## config.mk

```make
export PLATFORM = sky130hd
export DESIGN_NAME = seg_scan_driver_flat
export DESIGN_NICKNAME = d
export VERILOG_FILES = /design/src/rtl/seg_pkg.sv /design/src/rtl/seg_scan_driver_if.sv /design/src/rtl/seg_prescaler.sv /design/src/rtl/seg_scan_driver.sv /design/src/flat_wrapper.sv
export SDC_FILE = /design/constraint.sdc
export NUM_CORES = 1
export LEC_CHECK = 0
export BUFFER_PORTS_ARGS = -buffer_cell sky130_fd_sc_hd__buf_2
export CAP_MARGIN = 30
export CORE_ASPECT_RATIO = 1.5
export CORE_UTILIZATION = 38
export DETAILED_ROUTE_END_ITERATION = 6
export PLACE_DENSITY = 0.54
export REMOVE_ABC_BUFFERS = 1
export SETUP_SLACK_MARGIN = 0.05
export SKIP_CTS_REPAIR_TIMING = 1
export SYNTH_ARGS = -nofsm -noshare
export SYNTH_HDL_FRONTEND = slang
export SYNTH_SLANG_ARGS = --single-unit
```

## constraint.sdc

```tcl
create_clock -name clk -period 4.3 [get_ports clk]
set_clock_uncertainty 0.2 [all_clocks]
set_input_delay 0.645 -clock clk [delete_from_list [all_inputs] [get_ports clk]]
set_output_delay 0.645 -clock clk [all_outputs]
set_load 0.01 [all_outputs]
```

## src/rtl/seg_pkg.sv

```systemverilog
// Shared types and helpers for the 7-segment scan driver family.
// Holds the nibble type, the all-off enable pattern and the leading-zero mask.
package seg_pkg;

   localparam int NIBBLE_W   = 4;
   localparam int MAX_DIGITS = 8;
   localparam int WIDE_W     = NIBBLE_W * MAX_DIGITS;

   typedef logic [NIBBLE_W-1:0] nibble_t;

   // Enables are active low, so all ones means every digit is dark.
   localparam logic [MAX_DIGITS-1:0] DIGIT_EN_OFF = '1;

   // Bit i is set when digit i is a leading zero that should stay dark.
   // Digit 0 is never masked, so a value of zero still shows a single "0".
   function automatic logic [MAX_DIGITS-1:0] leadZeroMask(
      input logic [WIDE_W-1:0] value,
      input int                numDigits,
      input logic              enable
   );
      logic [MAX_DIGITS-1:0] mask;
      logic                  allZero;
      mask    = '0;
      allZero = 1'b1;
      for (int i = MAX_DIGITS - 1; i > 0; i--) begin
         if (i < numDigits) begin
            allZero = allZero && (value[i*NIBBLE_W +: NIBBLE_W] == '0);
            mask[i] = allZero && enable;
         end
      end
      return mask;
   endfunction

endpackage

```

## src/rtl/seg_scan_driver_if.sv

```systemverilog
// Load handshake between the value source (status/debug logic) and the scan driver.
// The source holds valueIn steady while loadValid is high until loadReady is seen.
interface seg_scan_driver_if #(
   parameter int NUM_DIGITS = 4
);
   import seg_pkg::*;

   logic [NIBBLE_W*NUM_DIGITS-1:0] valueIn;
   logic                           loadValid;
   logic                           loadReady;

   modport master (
      output valueIn,
      output loadValid,
      input  loadReady
   );

   modport slave (
      input  valueIn,
      input  loadValid,
      output loadReady
   );

endinterface

```

## src/rtl/seg_prescaler.sv

```systemverilog
// Free-running modulo-PRESCALE counter with a wrap pulse on the terminal count.
// Used for digit slot timing; the enable makes it usable as a blink timebase too.
module seg_prescaler #(
   parameter int PRESCALE = 50000,
   localparam int CNT_W   = (PRESCALE > 1) ? $clog2(PRESCALE) : 1
) (
   input  logic             clk,
   input  logic             reset,
   input  logic             enable_i,
   output logic [CNT_W-1:0] count_o,
   output logic             wrap_o
);

   localparam logic [CNT_W-1:0] LAST = CNT_W'(PRESCALE - 1);

   logic [CNT_W-1:0] count_q;
   logic [CNT_W-1:0] count_d;

   // wrap_o is combinational so the parent sees it in the same cycle as LAST.
   always_comb begin
      wrap_o  = enable_i && (count_q == LAST);
      count_d = count_q;
      if (enable_i) begin
         count_d = (count_q == LAST) ? '0 : count_q + 1'b1;
      end
   end

   always_ff @(posedge clk) begin
      if (reset) begin
         count_q <= '0;
      end else begin
         count_q <= count_d;
      end
   end

   assign count_o = count_q;

endmodule

```

## src/rtl/seg_scan_driver.sv

```systemverilog
// Time-multiplexed scanner for a common-anode 7-segment bank: one nibble and one
// active-low digit enable per slot; new values only take effect at frame boundaries.
module seg_scan_driver
   import seg_pkg::*;
#(
   parameter int NUM_DIGITS    = 4,
   parameter int PRESCALE      = 50000,
   parameter int DEAD          = 16,
   parameter int BLANK_LEADING = 1
) (
   input  logic                  clk,
   input  logic                  reset,
   seg_scan_driver_if.slave      loadIf,
   input  logic                  blankAll,
   output logic [NIBBLE_W-1:0]   numOut,
   output logic [NUM_DIGITS-1:0] digitEn,
   output logic                  frameTick
);

   localparam int CNT_W = (PRESCALE > 1) ? $clog2(PRESCALE) : 1;
   localparam int IDX_W = ($clog2(NUM_DIGITS) < 1) ? 1 : $clog2(NUM_DIGITS);
   localparam int VAL_W = NIBBLE_W * NUM_DIGITS;

   localparam logic [IDX_W-1:0]      LAST_IDX = IDX_W'(NUM_DIGITS - 1);
   localparam logic [CNT_W-1:0]      DEAD_CNT = CNT_W'(DEAD);
   localparam logic [NUM_DIGITS-1:0] EN_OFF   = DIGIT_EN_OFF[NUM_DIGITS-1:0];

   logic [CNT_W-1:0]      slotCount;
   logic                  slotWrap;
   logic                  frameBoundary;
   logic                  accept;

   logic [IDX_W-1:0]      idx_q,        idx_d;
   logic [VAL_W-1:0]      shown_q,      shown_d;
   logic [VAL_W-1:0]      pending_q,    pending_d;
   logic                  pendValid_q,  pendValid_d;
   nibble_t               num_q,        num_d;
   logic [NUM_DIGITS-1:0] en_q,         en_d;
   logic                  tick_q,       tick_d;

   logic [MAX_DIGITS-1:0] suppressMask;
   logic                  lightOn;

   seg_prescaler #(
      .PRESCALE (PRESCALE)
   ) u_prescaler (
      .clk      (clk),
      .reset    (reset),
      .enable_i (1'b1),
      .count_o  (slotCount),
      .wrap_o   (slotWrap)
   );

   // The pending slot frees up on the frame boundary, so a new load may land
   // in the same cycle the old pending value moves to the display.
   assign frameBoundary    = slotWrap && (idx_q == LAST_IDX);
   assign loadIf.loadReady = !pendValid_q || frameBoundary;
   assign accept           = loadIf.loadValid && loadIf.loadReady;

   always_comb begin
      idx_d       = idx_q;
      shown_d     = shown_q;
      pending_d   = pending_q;
      pendValid_d = pendValid_q;

      if (slotWrap) begin
         idx_d = (idx_q == LAST_IDX) ? '0 : idx_q + 1'b1;
      end

      if (frameBoundary && pendValid_q) begin
         shown_d     = pending_q;
         pendValid_d = 1'b0;
      end

      // A fresh load always parks in pending, even on an empty-pending boundary.
      if (accept) begin
         pending_d   = loadIf.valueIn;
         pendValid_d = 1'b1;
      end
   end

   // Output stage: everything is derived from the current counter state and
   // registered, so the pins trail the counters by exactly one clock.
   always_comb begin
      suppressMask = leadZeroMask(WIDE_W'(shown_q), NUM_DIGITS, BLANK_LEADING != 0);
      lightOn      = ((DEAD == 0) || (slotCount >= DEAD_CNT))
                     && !blankAll
                     && !suppressMask[idx_q];

      num_d  = shown_q[idx_q*NIBBLE_W +: NIBBLE_W];
      en_d   = EN_OFF;
      tick_d = frameBoundary;
      if (lightOn) begin
         en_d[idx_q] = 1'b0;
      end
   end

   always_ff @(posedge clk) begin
      if (reset) begin
         idx_q       <= '0;
         shown_q     <= '0;
         pending_q   <= '0;
         pendValid_q <= 1'b0;
         num_q       <= '0;
         en_q        <= EN_OFF;
         tick_q      <= 1'b0;
      end else begin
         idx_q       <= idx_d;
         shown_q     <= shown_d;
         pending_q   <= pending_d;
         pendValid_q <= pendValid_d;
         num_q       <= num_d;
         en_q        <= en_d;
         tick_q      <= tick_d;
      end
   end

   assign numOut    = num_q;
   assign digitEn   = en_q;
   assign frameTick = tick_q;

endmodule
```

## src/flat_wrapper.sv

```systemverilog
// flat-port wrapper written by rule: the top's interface ports become plain ports
module seg_scan_driver_flat import seg_pkg::*;
#(
   parameter int NUM_DIGITS    = 4,
   parameter int PRESCALE      = 50000,
   parameter int DEAD          = 16,
   parameter int BLANK_LEADING = 1
)
  (clk, reset, blankAll, numOut, digitEn, frameTick, loadIf_valueIn, loadIf_loadValid, loadIf_loadReady);
  seg_scan_driver_if #(.NUM_DIGITS(NUM_DIGITS)) loadIf_i ();
  input  logic clk;
  input  logic reset;
  input  logic blankAll;
  output logic [NIBBLE_W-1:0] numOut;
  output logic [NUM_DIGITS-1:0] digitEn;
  output logic frameTick;
  input wire logic [$bits(loadIf_i.valueIn)-1:0] loadIf_valueIn;
  input wire logic [$bits(loadIf_i.loadValid)-1:0] loadIf_loadValid;
  output wire logic [$bits(loadIf_i.loadReady)-1:0] loadIf_loadReady;
  assign loadIf_i.valueIn = loadIf_valueIn;
  assign loadIf_i.loadValid = loadIf_loadValid;
  assign loadIf_loadReady = loadIf_i.loadReady;
  seg_scan_driver #(.NUM_DIGITS(NUM_DIGITS), .PRESCALE(PRESCALE), .DEAD(DEAD), .BLANK_LEADING(BLANK_LEADING)) u_core (.clk(clk), .reset(reset), .loadIf(loadIf_i), .blankAll(blankAll), .numOut(numOut), .digitEn(digitEn), .frameTick(frameTick));
endmodule
```

Word level (Yosys, flattened, before mapping)
Index checks and enable logic that the tools add are counted.

storage, ports and cells
  output and inout bits = 10
  register bits after elaboration = 60

operators by class
  multiplexer cells = 7
  equal/unequal tests = 2
  shift operators = 1
  magnitude comparators = 4
  bitwise logic cells = 2
  $add $sub $neg = 2
  reductions and logical operators = 18

operators with widths
  cell                     count
  $add A16 B1 Y16 const B  1
  $eq A16 B16 Y1 const B   1
  $ge A16 B5 Y1 const B    1
  $shiftx A16 B5 Y4        1
  $logic_not A4 Y1         3
  $logic_and A1 B1 Y1      8
  $lt A2 B4 Y1 const B     1
  $mux W1                  4
  $not A4 Y4               1
  $reduce_or A2 Y1         2
  $logic_not A1 Y1         3
  $lt A2 B3 Y1 const B     1
  $add A2 B1 Y2 const B    1
  $bmux W1 S2              1
  $demux W1 S2             1
  $eq A2 B2 Y1 const B     1
  $ge A2 B1 Y1 const B     1
  $mux W2                  1
  $reduce_bool A2 Y1       1
  $logic_or A1 B1 Y1       1
  $not A1 Y1               1

Depth between registers and ports, before layout
  depth in word-level cells = 9
  gate-level depth with buffers = 7
  gate-level depth less buffers = 5

Hierarchy
From an unflattened synthesis, not the netlist that was laid out.

unflattened totals
  cell total of the unflattened synthesis = 284
  area total of the unflattened synthesis = 2,603.7 um2

by module, submodules not included
  module           cells each  times used  area each (um2)  seq. area each (um2)
  seg_scan_driver  200         1           1,845.5          880.8
  seg_prescaler    84          1           758.2            320.3

Worst setup path before layout
Ideal clock, no wire load.

  kind = register to output
  start point = reg u_core.idx_q[1]
  end point = out loadIf_loadReady
  slack = 2.024 ns
  path buffers = 1
  arrival = 1.431 ns
  data required time = 3.455 ns
  stages on the path, launching flop included = 6
  cells stage by stage = dfxtp_1 > ha_1 > nor4b_1 > nand4_1 > clkbuf_1 > nand2_1

between the ends
  cells in the longest elaborated chain, start to end = 3

RTL lines
  what                    RTL line                text
  start, declared         seg_scan_driver.sv:33   logic [IDX_W-1:0] idx_q, idx_d;
  start signal, assigned  seg_scan_driver.sv:108  idx_q <= idx_d;
  $eq A2 B2 Y1            seg_scan_driver.sv:56   assign frameBoundary = slotWrap && (idx_q == LAST_IDX);
  $logic_and A1 B1 Y1     seg_scan_driver.sv:56
  $logic_or A1 B1 Y1      seg_scan_driver.sv:57   assign loadIf.loadReady = !pendValid_q || frameBoundary;
  end, declared           flat_wrapper.sv:19      output wire logic [$bits(loadIf_i.loadReady)-1:0] loadIf_loadReady;

Every way passes these cells.

Worst setup path after layout
  start point = reg u_core.idx_q[0]
  end point = out loadIf_loadReady

Same word-level chain as after synthesis.

==> qor.yml <==
synthTopCellsByArea: "dfxtp_1, nand4b_1, o311ai_0"
r2r_start: "u_core.u_prescaler.count_o[0]"
whs_endpoint: "u_core.u_prescaler.count_o[0]"
synth_cell_types: 37
drt_iter0_drc: 140
area_growth_pct: 14.11
final_layout_size_suffix_gt1_frac: 0.1558
maxCapViolCount: 0
die_w_um: 74.19
cts_tree: "yes"
cpPeakStageDelay_ns: 0.54
muxShareOfSynthArea: 0.03033
rows: 39
r2r_end: "u_core.u_prescaler.count_o[4]"
combPwrFrac: 0.052
synth_top_family_by_area: "simple AND/OR/NAND/NOR gates"
violations: "design-rule violations"
setup_viol: 0
status: "finished with violations"
path_clk_slew_ns: 0.05
root_buffer: "clkbuf_16"
fin_tns_setup_ns: 0
path_class: "reg -> out"
start_util: 0.3902
synthFlopType: "dfxtp_1"
crit_buf_inv: 2
dr.pass1.iters: 6
min_path_cells: 1
fin_util: 0.4453
powerDensity_nw_per_um2: 386.4
antenna_found_initial: 0
synth_compound_area_frac: 0.1567
vias: 2587
die_h_um: 110.3
globalplace.congestion: 0.8130
crit_family: "flip-flops"
crit_chain: "ha_1 > nor4b_1 > nand4_1 > buf_4 > nand2_1 > buf_2"
grt_max_degree: 76
holdCritPathClass: "reg -> reg"
grt_first_pass_wirelength_um: 11800
ys_ff_latch: 60
grt_util_all_layers: 0.1942
fmax_ghz: 0.3558
diodes: 0
r2r_slack_ns: 1.79
vias_per_cell: 5.686
nNetsFinal: 375
clockBufferDepth: 2
dpl_worst_slack_ns: 1.595
p_clk_frac: 0.500
route.detailed.drc: 2
synth_fa_ha_area_frac: 0.02527
dp.final_hpwl_um: 4580
die_area_um2: 8182
period_share: 0.6536
yosys.area_share.simple: 0.2755
place_inst: 439
ant_nets: 0
grt_pass1_vias: 2417
worstPathRequired_ns: 3.45
syn_area_um2: 2970
io_pins: 30
hold_start: "u_core.u_prescaler.count_o[0]"
hold_violations: 0
critical_path_arrival_ns: 1.97
portBuffers: 29
synth_edf_count: 0
drt_wl_total_um: 7237
swShare: 0.2263
rsz0062_at_grt: "no"
slew_violations: 0
startpoint_type: "flip-flop"
ys_top_cells_by_count: "dfxtp_1, clkbuf_1, a21oi_1, nand2_1, nand4_1"
fill_cells: 789
synth_top_area_frac: 0.4044
yosys.area_share.xor_xnor: 0.03833
layout_min_cycle_time_ns: 2.811
synth.avg_cell_area_um2: 8.762
grt-ovfl-total: 0
routedWlPerCell_um: 15.91
clock_latency_ns: 0.33
p_leak_nw: 1.096
synth-seq-area-share: 0.4044
p_sw_mw: 0.2964
path_max_fanout: 18
slew_headroom: 0.3588
r2r_cells: 5
seqPwrFrac: 0.447
final_cells: 455
worst_slack_ns: 1.489
cp_num_cells: 6
synth_top_area_cell: "dfxtp_1"
crit_slowest_cell: "dfxtp_1"
ys_warn_count: 0
coreArea_um2: 7612
postSynth.asyncResetShare: 0
synth_cells: 339
cts_made_buffers: 9
endpoint_kind: "output port"
yosysMostFrequentCell: "dfxtp_1"
tightest_slew_ns: 0.9608
internal_power_mw: 1.013
clkSinkCount: 60
peakVddDrop_mv: 0.2027
cts_max_level: 3
-- power by group through the flow --
stage / clock, mW / sequential [mW] / combinational (mW)
floorplan: 0 / 0.594 / 0.0311
global placement: 0 / 0.596 / 0.0679
detailed placement: 0 / 0.597 / 0.0700
CTS: 0.675 / 0.585 / 0.0699
global route: 0.699 / 0.588 / 0.0775
finish: 0.655 / 0.586 / 0.0687
-- worst max path at each step --
stage / startpoint / endpoint / slack [ns]
after floorplan: u_core.idx_q[0] / loadIf_loadReady / 1.92
after global placement: loadIf_loadValid / u_core.pending_q[7] / 1.75
after detailed placement: u_core.idx_q[0] / u_core.pending_q[9] / 1.60
after CTS: u_core.idx_q[0] / loadIf_loadReady / 1.45
after global routing: u_core.idx_q[0] / loadIf_loadReady / 1.33
final: u_core.idx_q[0] / loadIf_loadReady / 1.49
-- layout by cell type (no fill, tap or decap), types with 3 or more instances in the layout --
cell type,n
o21ai_0,19
nand3_1,11
buf_4,4
nand2_1,21
mux4_2,4
and4_1,3
ha_1,6
nor2b_1,5
a21oi_1,21
xnor2_1,11
nor3_1,7
o311ai_0,16
buf_2,29
dfxtp_1,60
nor3b_1,16
nand4b_1,16
nand4_1,21
nor4_1,8
a31oi_1,16
nor2_1,19
clkbuf_16,9
inv_1,10
-- logic make-up after synthesis --
group / count (synthesis)
adder cells (fa/ha/maj): 6
AND/OR/NAND/NOR: 136
XOR/XNOR: 13
multiplexers: 4
buffers and inverters: 45
AO/OA/AOI/OAI: 75
flip-flops: 60
-- state kept, by name, summed over array words and instances, names as in the netlist --
register and flops:
u_core.u_prescaler.count_o 16, u_core.numOut 4, u_core.frameTick 1, u_core.idx_q 2, u_core.shown_q 16, u_core.pendValid_q 1, u_core.digitEn 4, u_core.pending_q 16
-- area by class of cell --
type | count | area [um2] | share of cell area
well taps | 102 | 127.6 | 0.03765
multi-input cells | 234 | 1563 | 0.4611
repair buffers | 34 | 190.2 | 0.05611
clock inverters | 2 | 10.01 | 0.002953
flip-flops and latches | 60 | 1201 | 0.3544
clock buffers | 13 | 260.3 | 0.07678
inverters | 10 | 37.54 | 0.01107
-- layer usage --
layer	share of wire	global-route usage	up-vias
met3	0.035	0.05364	8
met1	0.44	0.2215	1237
met5	0	0	-
met2	0.51	0.3305	53
li1	-	-	1289
met4	0.016	0.09066	0
-- per-stage QoR --
step                power [mW]  area (um2)  hold slack, ns
finish                   1.310        3390          0.2759
floorplan               0.6255        2801          0.2405
global route             1.365        3390          0.3111
global placement        0.6641        3104          0.2619
CTS                      1.330        3374          0.2784
detailed placement      0.6665        3104          0.2700
(Power assumes the default switching activity.)
